**src/rtl/pueo_command_pkg.sv**
```systemverilog
`default_nettype none
// ============================================================================
//  Module      : pueo_command_pkg
//  Description : Shared bit layout of the 32-bit TURF->TURFIO command word.
//  Revision    : 1.0 - initial release
// ============================================================================
package pueo_command_pkg;

    localparam int CMD_SYNC_BIT       = 31;
    localparam int CMD_PPS_BIT        = 30;
    localparam int CMD_TRIGV_BIT      = 29;
    localparam int CMD_TRIGTIME_LSB   = 14;
    localparam int CMD_TRIGTIME_BITS  = 15;
    localparam int CMD_VALID_BIT      = 13;
    localparam int CMD_LAST_BIT       = 12;
    localparam int CMD_RST_BIT        = 11;
    localparam int CMD_DATA_BITS      = 8;

    // Same layout as the flat word; the decoder unpacks through this type.
    typedef struct packed {
        logic                         sync;
        logic                         pps;
        logic                         trig_valid;
        logic [CMD_TRIGTIME_BITS-1:0] trig_time;
        logic                         cmd_valid;
        logic                         cmd_last;
        logic                         cmd_rst;
        logic [2:0]                   reserved;
        logic [CMD_DATA_BITS-1:0]     cmd_data;
    } pueo_command_t;

endpackage
`default_nettype wire

```
**src/rtl/pueo_command_encoder_if.sv**
```systemverilog
`default_nettype none
// ============================================================================
//  Module      : pueo_command_encoder_if
//  Description : Command-processor byte stream feeding the command encoder.
//  Revision    : 1.0 - initial release
// ============================================================================
interface pueo_command_encoder_if;

    logic [7:0] tdata;
    logic       tvalid;
    logic       tlast;
    logic       tready;

    modport master (
        output tdata,
        output tvalid,
        output tlast,
        input  tready
    );

    modport slave (
        input  tdata,
        input  tvalid,
        input  tlast,
        output tready
    );

endinterface
`default_nettype wire

```
**src/rtl/pueo_cmd_trig_fifo.sv**
```systemverilog
`default_nettype none
// ============================================================================
//  Module      : pueo_cmd_trig_fifo
//  Description : Circular trigger-time queue with full/empty and sticky overflow.
//  Revision    : 1.0 - initial release
// ============================================================================
module pueo_cmd_trig_fifo #(
    parameter int DEPTH = 4,
    parameter int WIDTH = 15
) (
    input  wire logic             clk,
    input  wire logic             rst,
    input  wire logic             i_push,
    input  wire logic [WIDTH-1:0] i_data,
    input  wire logic             i_pop,
    output logic      [WIDTH-1:0] o_head,
    output logic                  o_empty,
    output logic                  o_full,
    output logic                  o_overflow
);

    localparam int               c_AW   = (DEPTH > 1) ? $clog2(DEPTH) : 1;
    localparam int               c_CW   = $clog2(DEPTH) + 1;
    localparam logic [c_CW-1:0]  c_FULL = c_CW'(DEPTH);

    logic [WIDTH-1:0] r_mem [DEPTH];
    logic [c_AW-1:0]  r_wr_ptr;
    logic [c_AW-1:0]  r_rd_ptr;
    logic [c_CW-1:0]  r_count;
    logic             r_full;
    logic             r_overflow;

    logic             w_empty;
    logic             w_full;
    logic             w_pop;
    logic             w_push;
    logic [c_CW-1:0]  w_count_next;

    assign w_empty = (r_count == '0);
    assign w_full  = (r_count == c_FULL);
    assign w_pop   = i_pop & ~w_empty;
    // A pop in the same cycle frees a slot, so a full queue can still accept.
    assign w_push  = i_push & (~w_full | w_pop);

    always_comb begin
        w_count_next = r_count;
        case ({w_push, w_pop})
            2'b10:   w_count_next = r_count + c_CW'(1);
            2'b01:   w_count_next = r_count - c_CW'(1);
            default: w_count_next = r_count;
        endcase
    end

    always_ff @(posedge clk) begin
        if (rst) begin
            r_wr_ptr   <= '0;
            r_rd_ptr   <= '0;
            r_count    <= '0;
            r_full     <= 1'b0;
            r_overflow <= 1'b0;
        end else begin
            if (w_push) begin
                r_wr_ptr <= r_wr_ptr + c_AW'(1);
            end
            if (w_pop) begin
                r_rd_ptr <= r_rd_ptr + c_AW'(1);
            end
            r_count <= w_count_next;
            r_full  <= (w_count_next == c_FULL);
            if (i_push & w_full & ~w_pop) begin
                r_overflow <= 1'b1;
            end
        end
    end

    always_ff @(posedge clk) begin
        if (w_push) begin
            r_mem[r_wr_ptr] <= i_data;
        end
    end

    assign o_head     = r_mem[r_rd_ptr];
    assign o_empty    = w_empty;
    assign o_full     = r_full;
    assign o_overflow = r_overflow;

endmodule
`default_nettype wire

```
**src/rtl/pueo_command_encoder.sv**
```systemverilog
`default_nettype none
// ============================================================================
//  Module      : pueo_command_encoder
//  Description : Packs sync/PPS flags, one command byte and one trigger time
//                into a 32-bit command word per sysclk slot.
//  Revision    : 1.0 - initial release
// ============================================================================
module pueo_command_encoder
    import pueo_command_pkg::*;
#(
    parameter int TRIG_DEPTH     = 4,
    parameter int TRIG_TIME_BITS = 15
) (
    input  wire logic                      sysclk_i,
    input  wire logic                      rst_i,
    input  wire logic                      sync_i,
    input  wire logic                      sync_req_i,
    input  wire logic                      pps_req_i,
    input  wire logic                      cmdproc_rst_i,
    pueo_command_encoder_if.slave          s_cmd,
    input  wire logic [TRIG_TIME_BITS-1:0] trig_time_i,
    input  wire logic                      trig_valid_i,
    output logic                           trig_full_o,
    output logic                           trig_overflow_o,
    output logic [31:0]                    command_o,
    output logic                           command_valid_o
);

    logic                      r_pend_sync;
    logic                      r_pend_pps;
    logic                      r_pend_rst;
    logic [31:0]               r_command;
    logic                      r_command_valid;

    logic                      w_sync_flag;
    logic                      w_pps_flag;
    logic                      w_rst_flag;
    logic                      w_tready;
    logic                      w_byte_hs;
    logic [TRIG_TIME_BITS-1:0] w_trig_head;
    logic                      w_trig_empty;
    logic                      w_trig_take;
    logic [31:0]               w_word;

    // Requests landing on the slot cycle itself still make this slot.
    assign w_sync_flag = r_pend_sync | sync_req_i;
    assign w_pps_flag  = r_pend_pps  | pps_req_i;
    assign w_rst_flag  = r_pend_rst  | cmdproc_rst_i;

    assign w_tready     = sync_i & ~rst_i & ~w_rst_flag;
    assign w_byte_hs    = s_cmd.tvalid & w_tready;
    assign s_cmd.tready = w_tready;

    assign w_trig_take = sync_i & ~w_trig_empty;

    pueo_cmd_trig_fifo #(
        .DEPTH (TRIG_DEPTH),
        .WIDTH (TRIG_TIME_BITS)
    ) u_trig_fifo (
        .clk        (sysclk_i),
        .rst        (rst_i),
        .i_push     (trig_valid_i),
        .i_data     (trig_time_i),
        .i_pop      (sync_i),
        .o_head     (w_trig_head),
        .o_empty    (w_trig_empty),
        .o_full     (trig_full_o),
        .o_overflow (trig_overflow_o)
    );

    always_comb begin
        w_word                = '0;
        w_word[CMD_SYNC_BIT]  = w_sync_flag;
        w_word[CMD_PPS_BIT]   = w_pps_flag;
        w_word[CMD_RST_BIT]   = w_rst_flag;
        if (w_trig_take) begin
            w_word[CMD_TRIGV_BIT]                               = 1'b1;
            w_word[CMD_TRIGTIME_LSB +: CMD_TRIGTIME_BITS]       = w_trig_head;
        end
        if (w_byte_hs) begin
            w_word[CMD_VALID_BIT]                               = 1'b1;
            w_word[CMD_LAST_BIT]                                = s_cmd.tlast;
            w_word[CMD_DATA_BITS-1:0]                           = s_cmd.tdata;
        end
    end

    always_ff @(posedge sysclk_i) begin
        if (rst_i) begin
            r_pend_sync     <= 1'b0;
            r_pend_pps      <= 1'b0;
            r_pend_rst      <= 1'b0;
            r_command       <= '0;
            r_command_valid <= 1'b0;
        end else begin
            r_command_valid <= sync_i;
            if (sync_i) begin
                r_command   <= w_word;
                r_pend_sync <= 1'b0;
                r_pend_pps  <= 1'b0;
                r_pend_rst  <= 1'b0;
            end else begin
                r_pend_sync <= w_sync_flag;
                r_pend_pps  <= w_pps_flag;
                r_pend_rst  <= w_rst_flag;
            end
        end
    end

    assign command_o       = r_command;
    assign command_valid_o = r_command_valid;

endmodule
`default_nettype wire

```
**src/flat_wrapper.sv**
```systemverilog
// flat-port wrapper written by rule: the top's interface ports become plain ports
module pueo_command_encoder_flat import pueo_command_pkg::*;
#(
    parameter int TRIG_DEPTH     = 4,
    parameter int TRIG_TIME_BITS = 15
)
  (sysclk_i, rst_i, sync_i, sync_req_i, pps_req_i, cmdproc_rst_i, trig_time_i, trig_valid_i, trig_full_o, trig_overflow_o, command_o, command_valid_o, s_cmd_tdata, s_cmd_tvalid, s_cmd_tlast, s_cmd_tready);
  pueo_command_encoder_if s_cmd_i ();
  input  wire logic sysclk_i;
  input  wire logic rst_i;
  input  wire logic sync_i;
  input  wire logic sync_req_i;
  input  wire logic pps_req_i;
  input  wire logic cmdproc_rst_i;
  input  wire logic [TRIG_TIME_BITS-1:0] trig_time_i;
  input  wire logic trig_valid_i;
  output logic trig_full_o;
  output logic trig_overflow_o;
  output logic [31:0] command_o;
  output logic command_valid_o;
  input wire logic [$bits(s_cmd_i.tdata)-1:0] s_cmd_tdata;
  input wire logic [$bits(s_cmd_i.tvalid)-1:0] s_cmd_tvalid;
  input wire logic [$bits(s_cmd_i.tlast)-1:0] s_cmd_tlast;
  output wire logic [$bits(s_cmd_i.tready)-1:0] s_cmd_tready;
  assign s_cmd_i.tdata = s_cmd_tdata;
  assign s_cmd_i.tvalid = s_cmd_tvalid;
  assign s_cmd_i.tlast = s_cmd_tlast;
  assign s_cmd_tready = s_cmd_i.tready;
  pueo_command_encoder #(.TRIG_DEPTH(TRIG_DEPTH), .TRIG_TIME_BITS(TRIG_TIME_BITS)) u_core (.sysclk_i(sysclk_i), .rst_i(rst_i), .sync_i(sync_i), .sync_req_i(sync_req_i), .pps_req_i(pps_req_i), .cmdproc_rst_i(cmdproc_rst_i), .s_cmd(s_cmd_i), .trig_time_i(trig_time_i), .trig_valid_i(trig_valid_i), .trig_full_o(trig_full_o), .trig_overflow_o(trig_overflow_o), .command_o(command_o), .command_valid_o(command_valid_o));
endmodule
```
**config.mk**
```make
export PLATFORM = sky130hd
export DESIGN_NAME = pueo_command_encoder_flat
export DESIGN_NICKNAME = d
export VERILOG_FILES = /design/src/rtl/pueo_command_pkg.sv /design/src/rtl/pueo_command_encoder_if.sv /design/src/rtl/pueo_cmd_trig_fifo.sv /design/src/rtl/pueo_command_encoder.sv /design/src/flat_wrapper.sv
export SDC_FILE = /design/constraint.sdc
export NUM_CORES = 1
export LEC_CHECK = 0
export CORE_MARGIN = 8
export CORE_UTILIZATION = 50
export DETAILED_ROUTE_END_ITERATION = 10
export GPL_TIMING_DRIVEN = 0
export MAX_ROUTING_LAYER = met4
export PLACE_DENSITY = 0.76
export SYNTH_ARGS = -nofsm -noshare
export SYNTH_HDL_FRONTEND = slang
export SYNTH_SLANG_ARGS = --single-unit
```
**constraint.sdc**
```tcl
create_clock -name sysclk_i -period 2.3 [get_ports sysclk_i]
set_input_delay 0.46 -clock sysclk_i [delete_from_list [all_inputs] [get_ports sysclk_i]]
set_output_delay 0.46 -clock sysclk_i [all_outputs]
set_load 0.005 [all_outputs]
```
==> metrics.cfg, run 1 <==
[run_status]
run_status=finished, final reports clean

[detailed_routing]
drtIter0Drc=65
via_per_inst=5.092
finalWirelength_um=7366
drc_errors=0
post_drt_wl_per_cell_um=16.12
dr_total_vias=2327
first_pass_iters=4
ant_nets=0

[final_layout]
nNetsFinal=387
layout-drive-gt1-share=0.1352
final_common_cell=clkdlybuf4s50_1
nFillCells=568
final_cell_mix=clkdlybuf4s50_1, edfxtp_1, dfxtp_1
area_delta_synth_final_pct=25.65
final_area_um2=4982
n_antenna_cell=0

[timing]
worst_pin_slew_ns=0.7795
slew_viol_final=0
max_freq_mhz=452.7
min_period_ns=2.209
finClkSkew_ns=0.005398
rsz0062_at_grt=false
max_slew_margin=0.4803
hold_violations=0
setup_viol_count_final=0
post-route-worst-setup-slack_ns=0.09121
fin_crit_sh=0.9603
tns_ns=0

[placed_design]
dpl_cell_area_um2=4731
gp_congestion=0.7900
pre_cts_ws_ns=-0.3602
numPortBuffers=63
dp.final_hpwl_um=5188

[global_route]
grt-ovfl-total=0
track_usage=0.1398
grt_pass1_vias=2379
grt_antenna_before_repair=0
gr-usage-met3=0.02948
grt-busiest-layer=met2
grt_util_met1=0.1662
grtUsageMet2=0.2249
grt_max_degree=18
grt_pass1_wl_um=11940

[setup_path]
r2r_cells=6
cp-start-kind=input pin
arrival_ns=2.51
worstPathMaxFanout=10
cp.required_ns=2.60
cp-end-kind=register
worstSetupPathType=input pin to register

[die]
io_pins=68
die_x_um=105.1
die_h_um=105.1
std_cell_rows=32
dieArea_um2=11040
start_util=0.5158
core_area_um2=7687

[yosys]
synth-main-ff-cell=edfxtp_1
synth_cell_types=44
syn_area_per_cell_um2=14.47
synth_edf_count=60
yosysTopAreaCellShare=0.4544
yosys_warnings=0
synth_area_um2=3965
synth-async-reset-ratio=0
seq_area_frac_synth=0.6766
ys_seq_elements=104
synth_cells=274
synth_area_leaders=edfxtp_1, dfxtp_1, mux4_1
yosysTopAreaCell=edfxtp_1

[worst_hold_path]
min_path_type=input pin to register
holdPathStages=2

[power]
finalPower_w=0.004122
peakVddDrop_uv=394.3
power.density_nw_per_um2=827.4
p_leak_nw=1.808

[clock_tree]
cts.sinks=104
hold_buffers=0
numCtsBuffers=9
clockBufferDepth=2
root_buffer=clkbuf_8
post_cts_buffers=0
htree_levels=3
cts_tree=built
path_clk_slew_ns=0.10
worstSkewPairLatency_ns=0.35

[job]
cap_viol_max_count=0

repair_timing:
| item | 4_1_cts | 5_1_grt |
|---|---|---|
| endpoints found under the hold margin | 0 | 0 |
| resized for setup | 3 | 1 |
| endpoints found under the setup margin | 2 | 1 |
| gates cloned | 0 | 0 |
power by group:
group	internal (W)	leakage (nW)	switching, W
Combinational	0.000342	0.781	0.000298
Clock	0.000725	0.117	0.000598
Sequential	0.00210	0.910	0.0000589
worst paths after layout:
kind / slack, ns / startpoint / end
max: 0.09 / trig_valid_i / u_core.u_trig_fifo.o_full
min: 0.42 / rst_i / u_core.command_o[30]
max reg2reg: 0.22 / u_core.u_trig_fifo.r_count[1] / u_core.u_trig_fifo.o_full
min reg2reg: 0.45 / u_core.command_o[29] / u_core.command_o[29]
synthesized netlist by cell type (2+ instances only):
| master | instances |
|---|---|
| edfxtp_1 | 60 |
| dfxtp_1 | 44 |
| nand2_1 | 22 |
| inv_1 | 19 |
| o21ai_0 | 18 |
| nor2_1 | 17 |
| a22o_1 | 9 |
| buf_2 | 8 |
| mux4_2 | 8 |
| mux4_1 | 7 |
| and2_1 | 6 |
| buf_4 | 4 |
| buf_6 | 4 |
| ha_1 | 4 |
| a211oi_1 | 3 |
| nand2b_1 | 3 |
| nor3_1 | 3 |
| a31oi_1 | 2 |
| mux2i_1 | 2 |
| nor2b_1 | 2 |
| o211ai_1 | 2 |
| o21ai_1 | 2 |
| or2_2 | 2 |
| xnor2_1 | 2 |
| xor2_1 | 2 |
metal layers:
layer	share of wire	vias to the layer above
met4	0.017	0
met3	0.046	9
met1	0.45	1110
met5	0	-
met2	0.49	69
li1	-	1139
cells by family after synthesis:
family                     after synthesis  synth area share
DFF                                    104            0.6766
buffers and inverters                   36           0.04796
adders and majority gates                5           0.01767
muxes                                   17           0.09688
xor gates and xnor gates                 4          0.008837
AOI/OAI and AO/OA                       46           0.07858
other                                    1         0.0009458
and+or+nand+nor                         61           0.07258
stage by stage:
| stage | util | cells | hold slack [ns] |
|---|---|---|---|
| after CTS | 0.6478 | 457 | 0.4044 |
| after floorplan | - | 276 | 0.4388 |
| after detailed placement | 0.6154 | 441 | 0.4399 |
| after global placement | 0.6154 | 441 | 0.4323 |
| after global routing | 0.6481 | 457 | 0.4210 |
| final | 0.6481 | 457 | 0.4156 |
worst max-delay path, cell delays in order:
cell and delay, ns:
clkdlybuf4s50_1 0.45, buf_6 0.16, nor2b_2 0.20, o21ai_0 0.15
fa_2 0.60, nand3_1 0.09, o21a_1 0.11, o21ai_0 0.15
and2_1 0.14
sequential cells by signal (all words and copies together), names as in the netlist, named ones only:
| signal | count |
|---|---|
| u_core.u_trig_fifo.r_wr_ptr | 2 |
| u_core.u_trig_fifo.r_rd_ptr | 2 |
| u_core.u_trig_fifo.o_overflow | 1 |
| u_core.command_valid_o | 1 |
| u_core.u_trig_fifo.r_count | 3 |
| u_core.u_trig_fifo.o_full | 1 |
| u_core.command_o | 29 |
| u_core.r_pend_sync | 1 |
| u_core.r_pend_rst | 1 |
| u_core.r_pend_pps | 1 |
| u_core.u_trig_fifo.r_mem | 60 |
final cells by class:
cell class | count | area, um2 | share of cell area
sequential | 104 | 2683 | 0.5384
multi-input combinational | 136 | 1110 | 0.2228
timing repair buffer | 63 | 629.4 | 0.1263
tap | 102 | 127.6 | 0.02562
clock buffer | 9 | 123.9 | 0.02486
clock inverter | 7 | 118.9 | 0.02386
buffer | 17 | 118.9 | 0.02386
inverter | 19 | 71.32 | 0.01431
No activity file was read; power rests on OpenSTA's default activity.
==> run 2, diff against run 1 <==
--- a/config.mk
+++ b/config.mk
@@ -11,6 +11,7 @@
 export GPL_TIMING_DRIVEN = 0
 export MAX_ROUTING_LAYER = met4
 export PLACE_DENSITY = 0.76
+export SLEW_MARGIN = 0
 export SYNTH_ARGS = -nofsm -noshare
 export SYNTH_HDL_FRONTEND = slang
 export SYNTH_SLANG_ARGS = --single-unit
==> results of run 2 <==
No change in the layout: final DEF, timing and power equal those of run 1.
==> run 3, diff against run 2 <==
--- a/config.mk
+++ b/config.mk
@@ -11,7 +11,7 @@
 export GPL_TIMING_DRIVEN = 0
 export MAX_ROUTING_LAYER = met4
 export PLACE_DENSITY = 0.76
-export SLEW_MARGIN = 0
+export SLEW_MARGIN = 10
 export SYNTH_ARGS = -nofsm -noshare
 export SYNTH_HDL_FRONTEND = slang
 export SYNTH_SLANG_ARGS = --single-unit
==> results of run 3 <==
No change in the layout: final DEF, timing and power equal those of run 1.
